$ cat src/rtl/instr_decode_stage.sv
// instr_decode_stage: RV instruction decode with a 2-entry skid buffer.
// Fields, immediate and type are decoded on entry and held registered.
module instr_decode_stage #(
  parameter int XLEN       = 32,
  parameter int PC_W       = 32,
  parameter bit ENABLE_CSR = 1'b1,
  parameter int CNT_W      = 16
) (
  input  logic             clk,
  input  logic             rst_n,
  input  logic             flush,
  input  logic             in_valid,
  output logic             in_ready,
  input  logic [31:0]      in_instr,
  input  logic [PC_W-1:0]  in_pc,
  output logic             out_valid,
  input  logic             out_ready,
  output logic [PC_W-1:0]  out_pc,
  output logic [6:0]       out_opcode,
  output logic [4:0]       out_rd,
  output logic [4:0]       out_rs1,
  output logic [4:0]       out_rs2,
  output logic [2:0]       out_funct3,
  output logic [6:0]       out_funct7,
  output logic [XLEN-1:0]  out_imm,
  output logic [2:0]       out_type,
  output logic             out_illegal,
  output logic [CNT_W-1:0] decode_count
);

  localparam logic [6:0] OPC_OP     = 7'b0110011;
  localparam logic [6:0] OPC_OPIMM  = 7'b0010011;
  localparam logic [6:0] OPC_LOAD   = 7'b0000011;
  localparam logic [6:0] OPC_JALR   = 7'b1100111;
  localparam logic [6:0] OPC_STORE  = 7'b0100011;
  localparam logic [6:0] OPC_BRANCH = 7'b1100011;
  localparam logic [6:0] OPC_LUI    = 7'b0110111;
  localparam logic [6:0] OPC_AUIPC  = 7'b0010111;
  localparam logic [6:0] OPC_JAL    = 7'b1101111;
  localparam logic [6:0] OPC_SYSTEM = 7'b1110011;

  localparam logic [2:0] T_R   = 3'd0;
  localparam logic [2:0] T_I   = 3'd1;
  localparam logic [2:0] T_S   = 3'd2;
  localparam logic [2:0] T_B   = 3'd3;
  localparam logic [2:0] T_U   = 3'd4;
  localparam logic [2:0] T_J   = 3'd5;
  localparam logic [2:0] T_SYS = 3'd6;
  localparam logic [2:0] T_ILL = 3'd7;

  typedef struct packed {
    logic [PC_W-1:0] pc;
    logic [31:0]     instr;
    logic [XLEN-1:0] imm;
    logic [2:0]      typ;
  } ent_t;

  typedef enum logic [1:0] {
    S_EMPTY,
    S_ONE,
    S_TWO
  } state_t;

  logic [6:0]        opc;
  logic [2:0]        f3;
  logic [6:0]        f7;
  logic              f7_ok;
  logic [2:0]        dec_type;
  logic [31:0]       imm32;
  ent_t              dec_ent;

  state_t            state_q, state_d;
  ent_t              main_q, main_d;
  ent_t              skid_q, skid_d;
  logic              in_ready_q, in_ready_d;
  logic [CNT_W-1:0]  cnt_q, cnt_d;
  logic              accept;
  logic              pop;

  assign opc   = in_instr[6:0];
  assign f3    = in_instr[14:12];
  assign f7    = in_instr[31:25];
  assign f7_ok = (f7 == 7'h00) || (f7 == 7'h20);

  // Classify the incoming word, folding in all illegal encodings
  always_comb begin
    dec_type = T_ILL;
    unique case (1'b1)
      (opc == OPC_OP): begin
        if (f7 == 7'h00)
          dec_type = T_R;
        else if (f7 == 7'h20 &&
                 (f3 == 3'b000 || f3 == 3'b101))
          dec_type = T_R;
      end
      (opc == OPC_OPIMM): begin
        if (f3 == 3'b001)
          dec_type = (f7 == 7'h00) ? T_I : T_ILL;
        else if (f3 == 3'b101)
          dec_type = f7_ok ? T_I : T_ILL;
        else
          dec_type = T_I;
      end
      (opc == OPC_LOAD),
      (opc == OPC_JALR):   dec_type = T_I;
      (opc == OPC_STORE):  dec_type = T_S;
      (opc == OPC_BRANCH): dec_type = T_B;
      (opc == OPC_LUI),
      (opc == OPC_AUIPC):  dec_type = T_U;
      (opc == OPC_JAL):    dec_type = T_J;
      (opc == OPC_SYSTEM): begin
        if (ENABLE_CSR && f3 != 3'b100)
          dec_type = T_SYS;
      end
      default: dec_type = T_ILL;
    endcase
    if (in_instr[1:0] != 2'b11)
      dec_type = T_ILL;
  end

  // Pick the immediate for the decoded format
  always_comb begin
    imm32 = '0;
    unique case (dec_type)
      T_I: imm32 = {{20{in_instr[31]}},
                    in_instr[31:20]};
      T_S: imm32 = {{20{in_instr[31]}},
                    in_instr[31:25],
                    in_instr[11:7]};
      T_B: imm32 = {{19{in_instr[31]}},
                    in_instr[31],
                    in_instr[7],
                    in_instr[30:25],
                    in_instr[11:8],
                    1'b0};
      T_U: imm32 = {in_instr[31:12], 12'b0};
      T_J: imm32 = {{11{in_instr[31]}},
                    in_instr[31],
                    in_instr[19:12],
                    in_instr[20],
                    in_instr[30:21],
                    1'b0};
      default: imm32 = '0;
    endcase
  end

  assign dec_ent.pc    = in_pc;
  assign dec_ent.instr = in_instr;
  assign dec_ent.imm   = XLEN'($signed(imm32));
  assign dec_ent.typ   = dec_type;

  assign out_valid = (state_q != S_EMPTY);
  assign in_ready  = in_ready_q;
  assign accept    = in_valid && in_ready_q && !flush;
  assign pop       = out_valid && out_ready;

  // Skid buffer next state; in_ready depends only on the next state
  always_comb begin
    state_d = state_q;
    main_d  = main_q;
    skid_d  = skid_q;
    unique case (state_q)
      S_EMPTY: begin
        if (accept) begin
          main_d  = dec_ent;
          state_d = S_ONE;
        end
      end
      S_ONE: begin
        if (accept && !pop) begin
          skid_d  = dec_ent;
          state_d = S_TWO;
        end else if (accept && pop) begin
          main_d  = dec_ent;
        end else if (pop) begin
          state_d = S_EMPTY;
        end
      end
      S_TWO: begin
        if (pop) begin
          main_d  = skid_q;
          state_d = S_ONE;
        end
      end
      default: state_d = S_EMPTY;
    endcase
    if (flush)
      state_d = S_EMPTY;
    in_ready_d = (state_d != S_TWO);
    cnt_d      = cnt_q + (pop ? CNT_W'(1) : '0);
  end

  // State, buffer entries, in_ready and handshake counter
  always_ff @(posedge clk or negedge rst_n) begin
    if (!rst_n) begin
      state_q    <= S_EMPTY;
      main_q     <= '0;
      skid_q     <= '0;
      in_ready_q <= 1'b1;
      cnt_q      <= '0;
    end else begin
      state_q    <= state_d;
      main_q     <= main_d;
      skid_q     <= skid_d;
      in_ready_q <= in_ready_d;
      cnt_q      <= cnt_d;
    end
  end

  assign out_pc       = main_q.pc;
  assign out_opcode   = main_q.instr[6:0];
  assign out_rd       = main_q.instr[11:7];
  assign out_rs1      = main_q.instr[19:15];
  assign out_rs2      = main_q.instr[24:20];
  assign out_funct3   = main_q.instr[14:12];
  assign out_funct7   = main_q.instr[31:25];
  assign out_imm      = main_q.imm;
  assign out_type     = main_q.typ;
  assign out_illegal  = (main_q.typ == T_ILL);
  assign decode_count = cnt_q;

endmodule

$ cat config.mk
export PLATFORM = sky130hd
export DESIGN_NAME = instr_decode_stage
export DESIGN_NICKNAME = d
export VERILOG_FILES = /design/src/rtl/instr_decode_stage.sv
export SDC_FILE = /design/constraint.sdc
export NUM_CORES = 1
export LEC_CHECK = 0
export BUFFER_PORTS_ARGS = -buffer_cell sky130_fd_sc_hd__buf_2
export CAP_MARGIN = 10
export CORE_ASPECT_RATIO = 0.75
export CORE_UTILIZATION = 57
export CTS_BUF_LIST = sky130_fd_sc_hd__clkbuf_4 sky130_fd_sc_hd__clkbuf_8
export DETAILED_ROUTE_END_ITERATION = 8
export HOLD_SLACK_MARGIN = 0.05
export PLACE_DENSITY = 0.92
export SYNTH_ARGS = -nofsm -noshare
export SYNTH_HDL_FRONTEND = slang
export SYNTH_SLANG_ARGS = --single-unit
$ cat constraint.sdc
create_clock -name clk -period 2.7 [get_ports clk]
set_input_delay 0 -clock clk [delete_from_list [all_inputs] [get_ports clk]]
set_output_delay 0 -clock clk [all_outputs]
set_load 0.05 [all_outputs]
==> metrics <==
final wirelength=29300 um; WP data arrival=~2.8 ns; Post-Syn Area per Cell=between 8 and 9 sq um; GRT Residual Overflow=0; total CTS buffers=34; Die Span Y=around 110 um; WS Path Type=in -> reg; H-tree depth=2; number of enable flip-flop cells after synthesis=0; Seq/Total Area, Yosys=56.8%; multi-input logic area=3860 sq um; clk sinks=217; DPL Wire Length=roughly 17000 um; worst-skew pair later-pin latency=~0.5 ns; violation count after the first detailed-route iteration=between 1000 and 1500; clock root cell=clkbuf_8; CTS tree=built; RePlAce Congestion=0.844; Final Hold Vio Count=0; Ant. Diodes=0; Max Root-Sink Buffers=3; skew final=0.0131 ns; post-synthesis instance total=1070; share of cells above drive strength 1=22.7%; Final min period=2.41 ns; number of global-route vias before repair=a little over 9000; register area=5430 sq um; Initial Util=58.9%; Tightest Hold Check Type=in -> async; PwrDens=832 nW/um^2; Leak=5.90 nW; status=complete, no violations; fin crit share=89.3%; Post-Syn Nets=around 1100; Synth top cells by count=nand2_1, dfrtp_1, nor2_1; Non-Filler Instances=roughly 1500; die area=17300 sq um; clock slew seen by the registers of the worst setup and hold paths=0.07 ns; site row count=40; Fmax achieved=0.415 GHz; Nets=1385; Slew Limit Fails=0; Die Span X=152 um; synth top area cells=dfrtp_1, nand2_1, a31oi_1; # fillers=982; Reg2Reg Depth=6; pin count of the biggest net entering global routing=98; via count=9412; CP Launch Type=input port; Synth warnings=0; RSZ-0062 raised after global routing=false; global-route wire length before repair=46200 um; final setup margin=0.290 ns; pre-CTS setup slack=0.470 ns; Yosys top cell by area=dfrtp_1; IR drop worst, VDD=0.494 mV; Setup Total Neg Slack=0 ns; CP Capture Type=flop; I/O Buffers=~190; Worst-Margin Slew=1.09 ns; gr usage total=34.4%; DRC=0; worst path required time=approximately 3.1 ns; Worst Path Max Fanout=7; wire length per cell=19.0 um; Syn-to-layout area delta=26.5%; Finish-stage setup viols=0; Synth top area share=56.6%; Synth cell types=63; # IOs=187; max cap viols=0; 1st-pass router iterations=8; Post-Syn Area=roughly 9600 sq um; number of synthesized register bits=217; Main synth FF type=dfrtp_1; antenna-violating nets left=0; placed cell count=1419; relative slew slack=26.8%; ys async rst share=100%; vias per inst=just over 6; count leader, synth=nand2_1; initial antenna violation count=0; Core Area=approximately 16000 sq um
-- worst max-delay path, cell delays in order --
cell	delay (ns)
dlygate4sd3_1	0.54
buf_2	0.17
or4_4	0.58
a2111oi_4	0.24
o21ai_2	0.18
a221oi_1	0.70
nand2_1	0.21
a31oi_1	0.21
-- cells in the final DEF, fill, tap and decap left out, types with 3 or more instances in the layout --
cell	instances
a211o_1	6
a211o_2	7
a21oi_1	38
a21oi_2	10
a31oi_1	75
and2_1	3
and3_1	5
and3b_1	3
buf_12	4
buf_2	185
buf_4	18
clkbuf_4	12
clkbuf_8	41
dfrtp_1	216
dlygate4sd3_1	69
inv_1	6
nand2_1	371
nand2b_1	3
nand3_1	16
nand4_1	5
nor2_1	106
nor2b_1	3
nor3_1	3
nor3_2	3
o21ai_0	35
or3_1	26
xnor2_1	9
xor2_1	6
-- metrics by stage --
| step | power [mW] | instance area, sq um | hold WS [ns] | util (%) |
|---|---|---|---|---|
| final | 10.1 | 12100 | 0.119 | 74.6 |
| after CTS | 9.97 | 12100 | 0.147 | 74.6 |
| after detailed placement | 7.11 | 10700 | 0.0845 | 66.2 |
| after global routing | 10.5 | 12100 | 0.191 | 74.6 |
| after floorplan | 6.27 | 9560 | -0.296 | - |
| after global placement | 6.99 | 10700 | 0.0781 | 66.2 |
-- state kept, by name, summed over array words and instances, names as in the netlist --
register      cells
out_rs1           5
out_pc           32
decode_count     16
out_opcode        7
out_type          3
out_rs2           5
out_rd            5
out_funct7        7
in_ready          1
state_q           2
skid_q           99
out_imm          32
out_funct3        3
-- power by group --
group          switching (mW)  internal (mW)
clock network            1.26           1.53
registers               0.445           3.94
logic                    2.14          0.742
total                    3.85           6.21
-- cells by family after synthesis --
kind of cell	share of synthesized area, %
compound gates	13.7
xor+xnor	1.37
fa+ha+maj	0.262
buf+inv	3.19
flops	56.8
mux	0.105
simple gates	24.5
-- layer usage --
layer / vias to the layer above / track usage (%) / share of wire [%]
li1: 4069 / - / -
met4: 0 / 18.7 / 4.9
met5: - / 0 / 0
met2: 678 / 54.1 / 46
met3: 146 / 8.33 / 10
met1: 4519 / 44.1 / 38
-- final timing paths --
kind	start	end	slack, ns
worst max-delay path	in_instr[26]	out_imm[4]$_DFFE_PN0P_	0.29
worst min-delay path	rst_n	skid_q[69]$_DFFE_PN0P_	0.12
worst max register to register	state_q[1]$_DFF_PN0_	out_imm[9]$_DFFE_PN0P_	0.39
worst min register to register	skid_q[11]$_DFFE_PN0P_	skid_q[11]$_DFFE_PN0P_	0.47
max in group asynchronous	rst_n	skid_q[57]$_DFFE_PN0P_	1.75
min in group clk	in_pc[16]	skid_q[83]$_DFFE_PN0P_	0.25
-- final cells by class --
class,count,area share (%)
flip-flops and latches,217,44.9
multi-input cells,778,31.9
repair buffers,277,15.3
clock buffers,53,5.41
well taps,210,2.17
inverters,6,0.186
clock inverters,3,0.145
-- repair_timing --
action	CTS	global route
hold buffers	69	0
setup buffers	0	0
hold endpoints to repair	290	0
resized for setup	0	0
Power figures use the tool's default switching activity.
